--- src/rtl/jericalla_pkg.sv ---
// Shared types, constants and field helpers for the jericalla instruction sequencer.
// Word layout (bit 0 is the MSB): [0:4] RA2, [5:9] RA1, [10:14] WA, [15:17] opcode.
package jericalla_pkg;

  localparam int unsigned WORD_W  = 18;
  localparam int unsigned REG_W   = 5;
  localparam int unsigned OP_W    = 3;
  localparam int unsigned STALL_W = 16;

  localparam int unsigned RA2_FIRST = 0;
  localparam int unsigned RA2_LAST  = 4;
  localparam int unsigned RA1_FIRST = 5;
  localparam int unsigned RA1_LAST  = 9;
  localparam int unsigned WA_FIRST  = 10;
  localparam int unsigned WA_LAST   = 14;
  localparam int unsigned OP_FIRST  = 15;
  localparam int unsigned OP_LAST   = 17;

  typedef logic [0:WORD_W-1] word_t;

  localparam logic [OP_W-1:0] OP_STORE = 3'b101;
  localparam logic [OP_W-1:0] OP_LOAD  = 3'b110;
  localparam logic [OP_W-1:0] OP_NOP   = 3'b111;

  localparam word_t NOP_WORD  = 18'h00007;
  localparam word_t HALT_WORD = 18'h3FFFF;

  localparam logic [1:0] DRAIN_CYCLES = 2'd2;

  typedef enum logic [1:0] {
    IDLE  = 2'd0,
    RUN   = 2'd1,
    DRAIN = 2'd2,
    DONE  = 2'd3
  } state_t;

  function automatic logic [REG_W-1:0] get_ra2(input word_t w);
    return w[RA2_FIRST:RA2_LAST];
  endfunction

  function automatic logic [REG_W-1:0] get_ra1(input word_t w);
    return w[RA1_FIRST:RA1_LAST];
  endfunction

  function automatic logic [REG_W-1:0] get_wa(input word_t w);
    return w[WA_FIRST:WA_LAST];
  endfunction

  function automatic logic [OP_W-1:0] get_op(input word_t w);
    return w[OP_FIRST:OP_LAST];
  endfunction

  // Only the ALU opcodes (000..100) write the register bank.
  function automatic logic writes_br(input logic [OP_W-1:0] op);
    return (op != OP_STORE) && (op != OP_LOAD) && (op != OP_NOP);
  endfunction

endpackage

--- src/rtl/secuenciador_jericalla_detector.sv ---
// Read-after-write hazard compare of the fetch candidate against the two
// instructions still in flight (stage 0 and buffer 1).
module detector_riesgos
  import jericalla_pkg::*;
(
  input  word_t cand,
  input  word_t instr,
  input  word_t hist1,
  output logic  hazard_c
);

  function automatic logic conflicts(input word_t c, input word_t x);
    return writes_br(get_op(x)) &&
           ((get_ra1(c) == get_wa(x)) || (get_ra2(c) == get_wa(x)));
  endfunction

  always_comb begin
    hazard_c = 1'b0;
    if (conflicts(cand, instr) || conflicts(cand, hist1)) begin
      hazard_c = 1'b1;
    end
  end

endmodule

--- src/rtl/secuenciador_jericalla.sv ---
// Instruction sequencer: program memory, PC and run FSM that issues words to the
// jericalla datapath, inserting NOP bubbles on RAW hazards and draining on HALT.
module secuenciador_jericalla
  import jericalla_pkg::*;
#(
  parameter int unsigned DEPTH = 32,
  parameter int unsigned AW    = $clog2(DEPTH)
) (
  input  logic          clk_jericalla,
  input  logic          rst_jericalla,
  input  logic          start,
  input  logic          prog_we,
  input  logic [AW-1:0] prog_addr,
  input  logic [0:17]   prog_data,
  output logic [0:17]   instruccion,
  output logic [AW-1:0] pc,
  output logic          busy,
  output logic          done,
  output logic [15:0]   stall_cnt
);

  state_t               state_q, state_d;
  word_t                instr_q, instr_d;
  word_t                hist1_q, hist1_d;
  logic [AW-1:0]        pc_q, pc_d;
  logic [STALL_W-1:0]   stall_q, stall_d;
  logic [1:0]           drain_q, drain_d;
  logic                 busy_q, busy_d;
  logic                 done_q, done_d;

  word_t                imem [DEPTH];
  word_t                cand;
  logic                 hazard_c;

  assign cand = imem[pc_q];

  detector_riesgos u_detector (
    .cand     (cand),
    .instr    (instr_q),
    .hist1    (hist1_q),
    .hazard_c (hazard_c)
  );

  // Program memory is not reset; loading is only allowed while idle.
  always_ff @(posedge clk_jericalla) begin
    if (!rst_jericalla && prog_we && (state_q == IDLE)) begin
      imem[prog_addr] <= prog_data;
    end
  end

  always_ff @(posedge clk_jericalla) begin
    if (rst_jericalla) begin
      state_q <= IDLE;
      instr_q <= NOP_WORD;
      hist1_q <= NOP_WORD;
      pc_q    <= '0;
      stall_q <= '0;
      drain_q <= '0;
      busy_q  <= 1'b0;
      done_q  <= 1'b0;
    end else begin
      state_q <= state_d;
      instr_q <= instr_d;
      hist1_q <= hist1_d;
      pc_q    <= pc_d;
      stall_q <= stall_d;
      drain_q <= drain_d;
      busy_q  <= busy_d;
      done_q  <= done_d;
    end
  end

  always_comb begin
    state_d = state_q;
    instr_d = NOP_WORD;
    hist1_d = instr_q;
    pc_d    = pc_q;
    stall_d = stall_q;
    drain_d = drain_q;

    unique case (state_q)
      IDLE, DONE: begin
        if (start) begin
          pc_d    = '0;
          stall_d = '0;
          state_d = RUN;
        end
      end
      RUN: begin
        if (hazard_c) begin
          if (stall_q != {STALL_W{1'b1}}) begin
            stall_d = stall_q + STALL_W'(1);
          end
        end else begin
          instr_d = cand;
          // HALT or the last memory word ends the program; pc stays put.
          if ((cand == HALT_WORD) || (pc_q == AW'(DEPTH - 1))) begin
            state_d = DRAIN;
            drain_d = DRAIN_CYCLES;
          end else begin
            pc_d = pc_q + AW'(1);
          end
        end
      end
      DRAIN: begin
        if (drain_q == 2'd0) begin
          state_d = DONE;
        end else begin
          drain_d = drain_q - 2'd1;
        end
      end
      default: state_d = IDLE;
    endcase

    busy_d = (state_d == RUN) || (state_d == DRAIN);
    done_d = (state_d == DONE);
  end

  assign instruccion = instr_q;
  assign pc          = pc_q;
  assign busy        = busy_q;
  assign done        = done_q;
  assign stall_cnt   = stall_q;

endmodule

--- config.mk ---
export PLATFORM = sky130hd
export DESIGN_NAME = secuenciador_jericalla
export DESIGN_NICKNAME = d
export VERILOG_FILES = /design/src/rtl/jericalla_pkg.sv /design/src/rtl/secuenciador_jericalla_detector.sv /design/src/rtl/secuenciador_jericalla.sv
export SDC_FILE = /design/constraint.sdc
export NUM_CORES = 1
export LEC_CHECK = 0
export CAP_MARGIN = 40
export CORE_ASPECT_RATIO = 1.75
export CORE_MARGIN = 3
export CORE_UTILIZATION = 38
export CTS_CLUSTER_SIZE = 30
export DETAILED_ROUTE_END_ITERATION = 8
export PLACE_DENSITY = 0.56
export SETUP_SLACK_MARGIN = 0.1
export SLEW_MARGIN = 20
export SYNTH_ARGS = -nofsm -noshare
export SYNTH_HDL_FRONTEND = slang
export SYNTH_SLANG_ARGS = --single-unit
--- constraint.sdc ---
create_clock -name clk_jericalla -period 3.49 [get_ports clk_jericalla]
set_input_delay 0.698 -clock clk_jericalla [delete_from_list [all_inputs] [get_ports clk_jericalla]]
set_output_delay 0.698 -clock clk_jericalla [all_outputs]
set_load 0.01 [all_outputs]
==> implementation parameters, run 1 <==
Parameter                              Value

Outcome
  Run status ... finished, violations left
  Violations in the final reports ... negative setup slack

Layout
  Final Util ... 48.2%
  Number of diodes ... 0
  Leading cell types in the layout, fill and taps excluded ... 576 x edfxtp_1, 164 x mux2i_1, 163 x buf_4, 73 x mux4_2, 67 x clkdlybuf4s50_1
  Share of post-route cells with drive strength above 1 ... 32.5%
  Register area ... 0.0185 sq mm
  Layout Nets ... 1705
  Area of the multi-input gates ... 0.00686 sq mm
  Leading cell type in the layout, fill and taps excluded ... edfxtp_1
  Post-route design area ... 0.0315 sq mm
  Count of fill cells added during filler insertion ... 5373
  Relative area change from synthesis to final layout ... 25.5%

Worst setup path
  Critical Path Most Common Cell ... buf_6
  Critical path's top delay family ... multiplexers
  Crit path buffers/inverters ... 5
  Crit start category ... flop
  Arrival time reported for the critical path endpoint ... 4.21 ns
  Setup slack on the worst flop-to-flop path ... -0.19 ns
  CP peak stage delay ... 0.53 ns
  Kind of critical path ... reg2reg
  Library cell contributing the largest single delay on the critical path ... mux4_2
  Critical Path, Cell by Cell ... buf_6, buf_16, mux4_2, mux4_2, mux2i_4, buf_6, nor4_1, a41o_1, buf_4, or3_4, buf_6, mux2_4, nor2_4
  Depth of the worst register-to-register path ... 13
  Max FO, Critical Path ... 7
  Required time of the critical path ... 4.02 ns
  Category of the worst setup path capture point ... flop

Min path
  Min-delay src ... stall_cnt[15]
  Depth of the worst hold-timing path ... 1
  Kind of path behind the tightest hold check ... reg2reg
  Min-Delay Endpoint ... stall_cnt[15]

Yosys
  Number of enable flip-flop cells after synthesis ... 576
  Mapped cell area ... 0.0251 sq mm
  Ys flop type ... edfxtp_1
  Sequential cell area fraction in the yosys report ... 73.5%
  Post-synthesis compound-gate area fraction ... 4.90%
  Cell count after synthesis ... 1376
  Seq cells post-synth ... 634
  Fraction of the mapped netlist area in adder cells ... 0.448%
  Multiplexer share of the synthesized area ... 13.8%
  Area share of and/or/nand/nor cells after synthesis ... 4.25%
  Dominant combinational cell family by area after synthesis ... multiplexers
  Total of warnings raised by yosys ... 0
  Xor and xnor area share after synthesis ... 0.872%
  Count of cell types in the netlist ... 55
  Post-synthesis async set-or-reset flop share ... 0%
  Net count after synthesis ... 1412
  Mean instance size in the synthesized netlist ... 18.2 sq um

Detailed routing
  Average detailed-routed wire length per instance ... 26.9 um
  Number of design rule violations left after detail routing ... 0
  WL final ... 69700 um
  Vias per inst ... 5.40
  First-pass detailed-route iteration total ... 7
  Count of nets left with antenna violations after detail routing ... 0
  Total number of vias ... 14000
  Number of violations reported at the end of detailed-routing iteration 0 ... 1256

Clocking
  Insertion delay to the later sink of the worst-skew pair ... 0.62 ns
  Worst-path clk slew ... 0.07 ns
  Total clock sinks ... 634
  Buffer levels on the longest clock path ... 3
  Clock buffer count from CTS ... 55
  TritonCTS clock tree ... done
  H-Tree Depth ... 2
  Buffer cell driving the clock tree root ... clkbuf_16
  Post-cts hold buffer count ... 0

Die
  Horizontal die dimension ... 200 um
  Starting density of the core ... 38.4%
  Die height ... 346 um
  Rows ... 124
  Area of the die ... 0.0693 sq mm
  Placeable core region ... 0.0653 sq mm
  Count of boundary I/O pins ... 68

STA
  Relative slew slack ... 54.5%
  Post-route clock period utilization ... 106%
  Final hold vios ... 0
  Final Critical Period ... 3.68 ns
  Unrepaired setup endpoints after global routing ... yes
  Upper clock frequency limit ... 271 MHz
  Worst-case setup margin in the final layout ... -0.195 ns
  Largest clock skew in the final design ... 0.0338 ns
  Worst-Margin Slew ... 0.676 ns
  Setup Total Neg Slack ... -1.74 ns
  Final setup violation count ... 21
  Final number of max-transition violations ... 0

Placed design
  Placer Congestion ... 0.855
  DPL Wire Length ... 45400 um
  Placement Cell Area ... 0.0283 sq mm
  IO buf count ... 67

GRT
  First-pass GRT wire length ... 100000 um
  Number of global-route vias before repair ... 14600
  Overall global routing resource usage ... 19.7%
  Initial antenna violation count ... 0
  Global route total overflow ... 0
  Maximum number of pins on one net before global-route repair ... 33

Power
  Power per Cell Area ... 489 mW/mm^2
  Leakage Power ... 9.79 nW
  IR drop worst, VDD ... 0.313 mV

Run
  Count of max-cap constraint violations ... 0
cell families (layout without fill, tap and decap cells):
kind of cell	count (synthesis)	after routing
compound gates	181	182
xor+xnor	25	25
fa+ha+maj	9	9
buf+inv	80	414
flops	634	634
mux	254	254
simple gates	193	193
where the power goes:
| group | leakage, nW | switching, mW | internal, mW |
|---|---|---|---|
| Clock | 0.857 | 2.73 | 3.47 |
| Combinational | 3.28 | 0.470 | 0.376 |
| Sequential | 5.65 | 0.0291 | 8.31 |
| Total | 9.79 | 3.23 | 12.2 |
layer usage:
layer | track usage [%] | vias up | part of all wire, %
met5 | 0 | - | 0
met4 | 6.86 | 0 | 3.2
met3 | 2.11 | 112 | 4.2
met2 | 37.7 | 407 | 56
met1 | 22.8 | 7377 | 37
li1 | - | 6103 | -
cell usage after synthesis (5+ instances only):
cell type  instances  share of area [%]
nand2b_1           5               0.12
nor3_1            14               0.28
nor4_2             9               0.45
mux2i_1          176                7.0
edfxtp_1         576                 69
clkbuf_1          26               0.39
ha_1               9               0.45
xnor2_1           15               0.52
a22oi_1           80                2.4
nor2b_1           14               0.35
buf_2             20               0.40
dfxtp_1           58                4.6
buf_6             12               0.54
nand4_1            8               0.20
inv_1              7               0.10
or3_1              8               0.20
o21ai_0           18               0.36
nand3b_1           6               0.18
or2_2              5               0.12
mux4_2            73                6.5
buf_12             5               0.40
and2_1            13               0.32
nand2_1           23               0.34
mux2_2             5               0.22
a21oi_1           52                1.0
xor2_1            10               0.35
nor2_1            59               0.88
buf_4              5               0.15
or4_1              5               0.15
nand3_1           13               0.26
worst reg2reg max path: stages, from the launching register on:
cell,delay [ns]
dfxtp_4,0.43
buf_6,0.13
buf_16,0.15
mux4_2,0.54
mux4_2,0.53
mux2i_4,0.24
buf_6,0.16
nor4_1,0.05
a41o_1,0.20
buf_4,0.15
or3_4,0.39
buf_6,0.15
mux2_4,0.30
nor2_4,0.17
registers in the layout (all words and copies together) (netlist names), named ones only:
signal and count:
imem 576, instruccion 18, stall_cnt 16, hist1_q 8, pc 5, drain_q 2
state_q 2, busy 1, done 1
per-stage QoR:
| step | power, mW | setup slack (ns) | cells | hold slack [ns] |
|---|---|---|---|---|
| after detailed placement | 9.22 | -0.688 | 2450 | 0.476 |
| after CTS | 15.5 | -0.196 | 2583 | 0.502 |
| after global routing | 15.8 | -0.276 | 2593 | 0.532 |
| after global placement | 9.19 | -0.676 | 2437 | 0.476 |
| final | 15.4 | -0.195 | 2593 | 0.512 |
| after floorplan | 8.83 | 0.157 | 1376 | 0.489 |
timing repair:
action                                  4_1_cts  5_1_grt
resized for setup                           100       76
pin swaps                                    46       35
gates cloned                                  8        1
endpoints found under the setup margin       50       44
setup buffers                                27       10
worst max path at each step:
stage,startpoint,to,slack (ns),depth (start not counted)
3_3_place_gp,flop,flop,-0.68,12
6_report,flop,flop,-0.19,13
3_5_place_dp,flop,stall_cnt[11],-0.69,16
2_1_floorplan,flop,flop,0.16,13
4_1_cts,flop,flop,-0.20,13
5_1_grt,flop,flop,-0.28,18
cell type report:
type,count,share of cell area (%)
multi-input combinational,663,21.8
clock buffer,71,4.63
timing repair buffer,308,10.3
tap,882,3.50
sequential,634,58.6
inverter,7,0.0834
clock inverter,28,1.08
(Power assumes the default switching activity.)
==> inputs of run 2 (changes only) <==
--- a/config.mk
+++ b/config.mk
@@ -11,7 +11,7 @@
 export CORE_UTILIZATION = 38
 export CTS_CLUSTER_SIZE = 30
 export DETAILED_ROUTE_END_ITERATION = 8
-export PLACE_DENSITY = 0.56
+export PLACE_DENSITY = 0.54
 export SETUP_SLACK_MARGIN = 0.1
 export SLEW_MARGIN = 20
 export SYNTH_ARGS = -nofsm -noshare
==> constraint.sdc (replaced) <==
create_clock -name clk_jericalla -period 3.94 [get_ports clk_jericalla]
set_input_delay 0.788 -clock clk_jericalla [delete_from_list [all_inputs] [get_ports clk_jericalla]]
set_output_delay 0.788 -clock clk_jericalla [all_outputs]
set_load 0.01 [all_outputs]
==> implementation parameters, run 2 (synthesized netlist as in run 1, its figures left out) <==
Parameter                              Value

Detailed routing
  Count of nets left with antenna violations after detail routing ... 0
  Vias per inst ... 5.33
  Total number of vias ... 13300
  Average detailed-routed wire length per instance ... 27.0 um
  Number of design rule violations left after detail routing ... 0
  WL final ... 67300 um
  First-pass detailed-route iteration total ... 5
  Number of violations reported at the end of detailed-routing iteration 0 ... 1100

Layout
  Flip-flop count of the largest register, all copies and words added ... 576
  Relative area change from synthesis to final layout ... 19.2%
  Leading cell type in the layout, fill and taps excluded ... edfxtp_1
  Final Util ... 45.8%
  Post-route design area ... 0.0299 sq mm
  Share of post-route cells with drive strength above 1 ... 23.3%
  Layout Nets ... 1604
  Count of fill cells added during filler insertion ... 5579
  Number of diodes ... 0
  Leading cell types in the layout, fill and taps excluded ... 576 x edfxtp_1, 173 x mux2i_1, 98 x buf_4, 78 x a22oi_1, 73 x mux4_2
  Top register by number of flip-flops ... imem

GRT
  Maximum number of pins on one net before global-route repair ... 45
  Overall global routing resource usage ... 19.1%
  Global route total overflow ... 0
  Initial antenna violation count ... 0
  Number of global-route vias before repair ... 14100
  First-pass GRT wire length ... 97700 um

Power
  Fraction of power spent switching nets ... 20.5%
  IR drop worst, VDD ... 0.275 mV
  Internal power ... 10.8 mW
  Power per Cell Area ... 454 mW/mm^2
  Combinational share of power ... 4.6%
  Share of power burned in registers ... 54.4%
  Clock group share of total power ... 41.0%
  Switching component of the power ... 2.78 mW
  Leakage Power ... 9.10 nW

Die
  Starting density of the core ... 38.4%
  Die height ... 346 um
  Rows ... 124
  Horizontal die dimension ... 200 um
  Count of boundary I/O pins ... 68
  Area of the die ... 0.0693 sq mm
  Placeable core region ... 0.0653 sq mm

STA
  Worst-Margin Slew ... 0.789 ns
  Worst-case setup margin in the final layout ... 0.245 ns
  Worst hold slack ... 0.480 ns
  Final number of max-transition violations ... 0
  Final setup violation count ... 0
  Unrepaired setup endpoints after global routing ... no
  Relative slew slack ... 47.2%
  Post-route clock period utilization ... 93.8%
  Setup Total Neg Slack ... 0 ns
  Largest clock skew in the final design ... 0.0243 ns
  Final hold vios ... 0
  Upper clock frequency limit ... 271 MHz
  Final Critical Period ... 3.69 ns

Clocking
  Buffer levels on the longest clock path ... 3
  H-Tree Depth ... 2
  Total clock sinks ... 634
  Clock buffer count from CTS ... 56
  TritonCTS clock tree ... done
  Buffer cell driving the clock tree root ... clkbuf_16
  Worst-path clk slew ... 0.07 ns
  Insertion delay to the later sink of the worst-skew pair ... 0.60 ns

Worst setup path
  Arrival time reported for the critical path endpoint ... 4.22 ns
  Required time of the critical path ... 4.47 ns
  Crit start category ... flop
  Kind of critical path ... reg2reg
  Max FO, Critical Path ... 20
  Category of the worst setup path capture point ... flop

Placed design
  DP Worst Slack ... -0.242 ns
  DPL Wire Length ... 44200 um
  IO buf count ... 67
  Placement Cell Area ... 0.0278 sq mm
  Placer Congestion ... 0.861

Outcome
  Run status ... completed

Min path
  Kind of path behind the tightest hold check ... reg2reg

Run
  Count of max-cap constraint violations ... 0
[run 2: cell count changes in the layout (fill, tap and decap cells not counted), moves of 7 or more]
cell | previous run | this run
buf_4 | 163 | 98
a21oi_1 | 24 | 52
a21oi_2 | 27 | 0
buf_6 | 24 | 3
a22oi_1 | 66 | 78
a22oi_2 | 17 | 5
buf_12 | 29 | 18
mux2i_1 | 164 | 173
clkinv_2 | 4 | 12
mux2i_4 | 8 | 1
nor2_1 | 17 | 24
[run 2: critical path, stage by stage, from the launching register on]
cell and delay (ns):
dfxtp_4 0.42, buf_4 0.19, clkbuf_16 0.23, mux2i_1 0.21
a22oi_1 0.08, a21oi_1 0.40, nor4_4 0.07, buf_4 0.17
xor2_1 0.16, nor4_2 0.26, buf_4 0.16, a31oi_4 0.10
buf_4 0.18, a21oi_4 0.22, nand2_1 0.10, or4_1 0.51
a21oi_1 0.15
[run 2: final timing paths]
check	slack [ns]	to	startpoint	depth (start not counted)
setup reg to reg	0.25	stall_cnt[13]	flop	16
setup / recovery	0.25	stall_cnt[13]	flop	16
hold reg to reg	0.48	hist1_q[1]	instruccion[16]	1
hold / removal	0.48	hist1_q[1]	instruccion[16]	1
[run 2: timing repair]
action / in CTS / in global routing
buffers inserted: 1 / 3
pin swaps: 1 / 4
hold buffers: 0 / 0
resized for setup: 7 / 18
setup endpoints to repair: 24 / 17
cloned: 0 / 3
[run 2: routing by layer]
| metal | global-route usage, % | routed length (um) | vias to the layer above | share of wire (%) |
|---|---|---|---|---|
| met1 | 22.6 | 26100 | 7044 | 39 |
| li1 | - | - | 5891 | - |
| met5 | 0 | 0 | - | 0 |
| met4 | 5.02 | 1440 | 0 | 2.1 |
| met2 | 36.6 | 37500 | 276 | 56 |
| met3 | 2.18 | 2290 | 81 | 3.4 |
[run 2: final cells by class]
cell class | instances | area, sq um | share of cell area [%]
flip-flops and latches | 634 | 18500 | 61.7
multi-input cells | 662 | 6290 | 21.0
repair buffers | 207 | 2200 | 7.36
clock buffers | 71 | 1480 | 4.94
well taps | 882 | 1100 | 3.69
clock inverters | 31 | 357 | 1.19
inverters | 7 | 26.3 | 0.0878
[run 2: power groups by stage]
stage | clock network, mW | registers (mW) | logic, mW
final | 5.57 | 7.39 | 0.631
after global routing | 5.94 | 7.39 | 0.677
after CTS | 5.67 | 7.39 | 0.619
after detailed placement | 0 | 7.53 | 0.611
after global placement | 0 | 7.54 | 0.575
after floorplan | 0 | 7.53 | 0.284
[run 2: per-stage QoR]
step / cells / power (mW)
after floorplan: 1376 / 7.82
after global placement: 2368 / 8.11
after detailed placement: 2383 / 8.15
after CTS: 2486 / 13.7
after global routing: 2494 / 14.0
final: 2494 / 13.6
